$ cat src/rtl/dds_pkg.sv
// dds_pkg: waveform mode encoding and quarter-wave sine table generator
package dds_pkg;

    typedef enum logic [1:0] {
        MODE_SINE = 2'd0,
        MODE_SAW  = 2'd1,
        MODE_SQR  = 2'd2,
        MODE_TRI  = 2'd3
    } mode_t;

    // One quarter-wave entry: round((2**(out_w-1)-1) * sin(pi/2 * i / (2**lut_aw-1)))
    function automatic int sine_rom_entry(input int lut_aw, input int out_w, input int i);
        real amp;
        real x;
        amp = real'((1 << (out_w - 1)) - 1);
        x = 1.5707963267948966 * real'(i) / real'((1 << lut_aw) - 1);
        return int'(amp * $sin(x));
    endfunction

endpackage

$ cat src/rtl/dds_wavegen_if.sv
// dds_wavegen_if: control inputs and sample outputs of the waveform generator
interface dds_wavegen_if import dds_pkg::*; #(
    parameter int ACC_W = 16,
    parameter int OUT_W = 8
);
    logic             enable;
    logic [ACC_W-1:0] freq_in;
    logic             freq_load;
    logic [ACC_W-1:0] phase_off;
    mode_t            mode;
    logic [OUT_W-1:0] out;
    logic             out_valid;
    logic             wrap;

    modport master (
        output enable, freq_in, freq_load, phase_off, mode,
        input  out, out_valid, wrap
    );

    modport slave (
        input  enable, freq_in, freq_load, phase_off, mode,
        output out, out_valid, wrap
    );
endinterface

$ cat src/rtl/dds_sine_rom.sv
// dds_sine_rom: quarter-wave sine ROM with registered read data
module dds_sine_rom import dds_pkg::*; #(
    parameter int LUT_AW = 6,
    parameter int OUT_W  = 8
) (
    input  logic              clk,
    input  logic              en,
    input  logic [LUT_AW-1:0] addr,
    output logic [OUT_W-2:0]  data
);
    logic [OUT_W-2:0] rom [2**LUT_AW];

    for (genvar i = 0; i < 2**LUT_AW; i++) begin : g_rom
        localparam logic [OUT_W-2:0] V = (OUT_W-1)'(sine_rom_entry(LUT_AW, OUT_W, i));
        assign rom[i] = V;
    end

    // read advances only with the pipeline so a stalled sample keeps its table value
    always_ff @(posedge clk)
        if (en) data <= rom[addr];
endmodule

$ cat src/rtl/dds_wavegen.sv
// dds_wavegen: phase-accumulator DDS with buffered tuning, phase offset and four waveforms
module dds_wavegen import dds_pkg::*; #(
    parameter int ACC_W  = 16,
    parameter int OUT_W  = 8,
    parameter int LUT_AW = 6
) (
    input logic         clock,
    input logic         reset,
    dds_wavegen_if.slave bus
);
    localparam logic [OUT_W-1:0] MID    = {1'b1, {(OUT_W-1){1'b0}}};
    localparam logic [OUT_W-1:0] MID_M1 = {1'b0, {(OUT_W-1){1'b1}}};

    logic [ACC_W-1:0]  acc, freq_act, freq_shd, sum, ph, ph_r;
    logic              carry, acc_c, c_r, v1;
    mode_t             mode_r;
    logic [LUT_AW-1:0] addr;
    logic [OUT_W-2:0]  v;
    logic [OUT_W-1:0]  vx, t, sample;
    logic              unused;

    assign {carry, sum} = {1'b0, acc} + {1'b0, freq_act};
    assign ph     = acc + bus.phase_off;
    assign addr   = ph[ACC_W-2] ? ~ph[ACC_W-3 -: LUT_AW] : ph[ACC_W-3 -: LUT_AW];
    assign vx     = {1'b0, v};
    assign t      = ph_r[ACC_W-2 -: OUT_W];
    assign unused = ^ph_r;

    dds_sine_rom #(.LUT_AW(LUT_AW), .OUT_W(OUT_W)) u_rom (
        .clk  (clock),
        .en   (bus.enable),
        .addr (addr),
        .data (v)
    );

    // shadow takes loads any time; active word swaps in at a period boundary, or at once when idle
    always_ff @(posedge clock) begin
        if (reset) begin
            freq_shd <= '0;
            freq_act <= '0;
        end else begin
            if (bus.freq_load) freq_shd <= bus.freq_in;
            if (bus.enable && (carry || freq_act == '0)) freq_act <= freq_shd;
        end
    end

    // accumulator and stage 1; acc_c remembers that the current acc value came from an overflow
    always_ff @(posedge clock) begin
        if (reset) begin
            acc    <= '0;
            acc_c  <= 1'b0;
            ph_r   <= '0;
            mode_r <= MODE_SINE;
            c_r    <= 1'b0;
            v1     <= 1'b0;
        end else begin
            v1 <= bus.enable;
            if (bus.enable) begin
                acc    <= sum;
                acc_c  <= carry;
                ph_r   <= ph;
                mode_r <= bus.mode;
                c_r    <= acc_c;
            end
        end
    end

    // waveform select from the stage-1 phase and the ROM word
    always_comb begin
        sample = mode_r == MODE_SAW ? ph_r[ACC_W-1 -: OUT_W]
               : mode_r == MODE_SQR ? (ph_r[ACC_W-1] ? '0 : '1)
               : mode_r == MODE_TRI ? (ph_r[ACC_W-1] ? ~t : t)
               : (ph_r[ACC_W-1] ? MID_M1 - vx : MID + vx);
    end

    // stage 2: publish a sample only when stage 1 captured one, otherwise hold it
    always_ff @(posedge clock) begin
        if (reset) begin
            bus.out       <= '0;
            bus.out_valid <= 1'b0;
            bus.wrap      <= 1'b0;
        end else begin
            bus.out_valid <= v1;
            bus.wrap      <= v1 & c_r;
            if (v1) bus.out <= sample;
        end
    end
endmodule
$ cat src/flat_wrapper.sv
// flat-port wrapper written by rule: the top's interface ports become plain ports
module dds_wavegen_flat import dds_pkg::*;
#(
    parameter int ACC_W  = 16,
    parameter int OUT_W  = 8,
    parameter int LUT_AW = 6
)
  (clock, reset, bus_enable, bus_freq_in, bus_freq_load, bus_phase_off, bus_mode, bus_out, bus_out_valid, bus_wrap);
  dds_wavegen_if #(.ACC_W(ACC_W), .OUT_W(OUT_W)) bus_i ();
  input logic clock;
  input logic reset;
  input wire logic [$bits(bus_i.enable)-1:0] bus_enable;
  input wire logic [$bits(bus_i.freq_in)-1:0] bus_freq_in;
  input wire logic [$bits(bus_i.freq_load)-1:0] bus_freq_load;
  input wire logic [$bits(bus_i.phase_off)-1:0] bus_phase_off;
  input wire logic [$bits(bus_i.mode)-1:0] bus_mode;
  output wire logic [$bits(bus_i.out)-1:0] bus_out;
  output wire logic [$bits(bus_i.out_valid)-1:0] bus_out_valid;
  output wire logic [$bits(bus_i.wrap)-1:0] bus_wrap;
  assign bus_i.enable = bus_enable;
  assign bus_i.freq_in = bus_freq_in;
  assign bus_i.freq_load = bus_freq_load;
  assign bus_i.phase_off = bus_phase_off;
  assign bus_i.mode = bus_mode;
  assign bus_out = bus_i.out;
  assign bus_out_valid = bus_i.out_valid;
  assign bus_wrap = bus_i.wrap;
  dds_wavegen #(.ACC_W(ACC_W), .OUT_W(OUT_W), .LUT_AW(LUT_AW)) u_core (.clock(clock), .reset(reset), .bus(bus_i));
endmodule
$ cat config.mk
export PLATFORM = sky130hd
export DESIGN_NAME = dds_wavegen_flat
export DESIGN_NICKNAME = d
export VERILOG_FILES = /design/src/rtl/dds_pkg.sv /design/src/rtl/dds_wavegen_if.sv /design/src/rtl/dds_sine_rom.sv /design/src/rtl/dds_wavegen.sv /design/src/flat_wrapper.sv
export SDC_FILE = /design/constraint.sdc
export NUM_CORES = 1
export LEC_CHECK = 0
export CORE_ASPECT_RATIO = 0.6
export CORE_MARGIN = 2
export CORE_UTILIZATION = 45
export DETAILED_ROUTE_END_ITERATION = 12
export GPL_TIMING_DRIVEN = 0
export PLACE_DENSITY = 0.74
export SLEW_MARGIN = 25
export SYNTH_ARGS = -nofsm -noshare
export SYNTH_HDL_FRONTEND = slang
export SYNTH_HIERARCHICAL = 1
export SYNTH_SLANG_ARGS = --single-unit
$ cat constraint.sdc
create_clock -name clock -period 8.8 [get_ports clock]
set_clock_uncertainty 0.1 [all_clocks]
set_input_delay 1.32 -clock clock [delete_from_list [all_inputs] [get_ports clock]]
set_output_delay 1.32 -clock clock [all_outputs]
set_load 0.02 [all_outputs]
==> flow_metrics.py <==
metrics = {
    "final_layout": {
        "final_cell_mix": "dfxtp_1, nor2_1, a21oi_1",
        "multiInputGateArea_mm2": 0.00357,
        "final_nets": 826,
        "fillers": 1109,
        "ff_latch_area_mm2": 0.00165,
        "layout-drive-gt1-share_pct": 4.12,
        "num_antenna_cells": 0,
        "stdcell_count": 918,
        "syn_to_final_growth_pct": 18.2,
        "mostFrequentLayoutCell": "dfxtp_1",
    },
    "worst_setup_path": {
        "critical_path.endpoint_type": "register",
        "crit_fanout": 8,
        "r2r_cells": 14,
        "crit_start": "bus_phase_off[9]",
        "cp.arrival_ps": 5940,
        "cp.required_ps": 8830,
        "start_kind": "input port",
        "crit_type": "input port to register",
        "rr_startpoint": "u_core/acc[9]$_SDFFE_PP0P_",
    },
    "clocking": {
        "ctsHoldBuffers": 0,
        "cts.clk_slew.worst_paths_ps": 60,
        "tritoncts": "yes",
        "clkSinkCount": 79,
        "htree_num_levels": 3,
        "cts_buffers": 9,
        "clock_latency_ps": 340,
        "cts_resized": 0,
        "cts_root_buffer": "clkbuf_16",
        "postCtsSetupBuffers": 0,
        "clockBufferDepth": 2,
    },
    "synthesis": {
        "ys_top_cells_by_area": "dfxtp_1, ha_1, mux2i_1",
        "synthesis.nets": 770,
        "ys_warn_count": 6,
        "synth.avg_cell_area_um2": 8.00,
        "synth-seq-cells": 79,
        "ys_seq_area_share_pct": 29.8,
        "netlist_instances": 692,
        "synth_top_area_share_pct": 26.0,
        "synth-edff-count": 7,
        "synth_area_mm2": 0.00554,
        "yosys.area.top_type": "dfxtp_1",
        "synthArstFlopShare_pct": 0,
        "ys.flop_type": "dfxtp_1",
        "ys_types": 64,
    },
    "placement": {
        "io_buffers": 45,
        "dp_cells": 902,
        "dp_hpwl_um": 12800,
        "routabilityCongestion": 0.987,
    },
    "power": {
        "p_int_uw": 1120,
        "p_sw_share_pct": 43.0,
        "seqPwrFrac_pct": 26.5,
        "p_leak_uw": 0.00267,
        "power.share.clock_pct": 22.2,
        "p_sw_uw": 848,
        "p_total_uw": 1970,
        "pwr-share-comb_pct": 51.3,
        "power.density_mw_per_mm2": 301,
        "vdd_ir_drop_max_v": 0.000129,
    },
    "floorplan": {
        "fp.dieH_um": 89.9,
        "start_util_pct": 46.0,
        "placementRows": 31,
        "die_x_um": 147,
        "die_area_mm2": 0.0132,
        "num_io_pins": 48,
        "core_area_mm2": 0.0120,
    },
    "hold_path": {
        "hold_path.startpoint": "u_core/c_r$_SDFFE_PP0P_",
        "min_path_type": "register to register",
        "worstHoldPathCells": 1,
    },
    "drt": {
        "wl_per_cell_um": 18.3,
        "drt_pass1_iterations": 5,
        "initialDrtViolationCount": 725,
        "via_per_inst": 6.03,
        "num_vias": 5535,
        "drcViolationCount": 0,
        "ant_nets": 0,
        "wl_um": 16800,
    },
    "sta": {
        "setup_tns_ps": 0,
        "rsz0062_at_grt": "no",
        "max_freq_mhz": 169,
        "worst_pin_slew_ps": 863,
        "finalMaxSlewViolations": 0,
        "post-route-period-util_pct": 67.1,
        "setup_viol": 0,
        "post-route-min-period_ps": 5910,
        "finalHoldViolations": 0,
        "maxSlewHeadroom_pct": 42.5,
    },
    "run_status": {
        "status": "finished clean",
    },
    "global_routing": {
        "antenna_found_initial": 0,
        "grt_pass1_vias": 4936,
        "gr-usage-all-layers_pct": 25.3,
        "grt_max_degree": 15,
        "grt_pass1_wl_um": 26600,
        "overflow": 0,
    },
    "flow_run": {
        "max-cap-violations": 0,
    },
}
synthesized netlist by cell type, drive strengths merged (24+ instances only):
cell    count
a21oi      63
clkbuf     37
dfxtp      72
ha         39
inv        24
mux2i      33
nand2      51
nand2b     32
nor2       68
nor3       25
o21ai      32
flip-flops by register name, indices dropped and copies added, names as in the netlist, 2 cells and up:
register,cells
u_core/acc,16
u_core/bus.out,8
u_core/freq_act,16
u_core/freq_shd,16
u_core/mode_r,2
u_core/ph_r,9
u_core/u_rom/data,7
worst max-delay path: stages:
cell	delay, ps
clkdlybuf4s50_1	460
ha_1	410
a21o_1	250
and2_1	160
or3_1	330
buf_2	170
a221oi_4	310
xnor2_2	210
xnor2_1	640
inv_1	350
ha_1	490
nand2b_1	160
a32oi_1	230
o311ai_1	130
a21oi_1	310
worst paths after layout:
| kind | to | slack, ps |
|---|---|---|
| worst max-delay path | u_core/u_rom/data[2]$_DFFE_PP_ | 2890 |
| worst min-delay path | u_core/bus.wrap$_SDFF_PP0_ | 370 |
| worst max register to register | u_core/u_rom/data[2]$_DFFE_PP_ | 4050 |
| worst min register to register | u_core/bus.wrap$_SDFF_PP0_ | 370 |
area by class of cell:
class / count / share of cell area [%]
multi-input combinational: 536 / 54.6
sequential: 79 / 25.2
timing repair buffer: 45 / 6.88
buffer: 53 / 3.54
clock buffer: 10 / 3.50
tap: 165 / 3.15
clock inverter: 6 / 1.76
inverter: 24 / 1.38
power groups by stage:
stage | registers, uW | clock network, uW | logic (uW)
2_1_floorplan | 503 | 0 | 726
3_3_place_gp | 524 | 0 | 946
3_5_place_dp | 527 | 0 | 965
4_1_cts | 519 | 441 | 976
5_1_grt | 529 | 455 | 1100
6_report | 523 | 437 | 1010
stage by stage:
step,cell area [um^2],setup WS (ps),util (%),hold slack (ps)
2_1_floorplan,5540,3990,-,329
3_3_place_gp,6190,2690,51.5,343
3_5_place_dp,6200,2730,51.6,352
4_1_cts,6540,3050,54.4,372
5_1_grt,6540,2710,54.4,386
6_report,6540,2890,54.4,373
cells by family (layout without fill, tap and decap cells):
kind of cell,count (synthesis),in the layout,share of synthesized area (%)
adder cells (fa/ha/maj),40,40,9.18
buffers and inverters,77,138,5.81
flip-flops,79,79,29.8
AO/OA/AOI/OAI,194,194,23.1
XOR/XNOR,22,22,3.86
AND/OR/NAND/NOR,247,247,22.3
multiplexers,33,33,5.97
routing by layer:
metal  global-route usage [%]  share of wire, %
met3                     8.43                11
met4                     4.57              0.78
met1                     39.6                49
met5                        0                 0
met2                     33.1                39
Power figures use the tool's default switching activity.
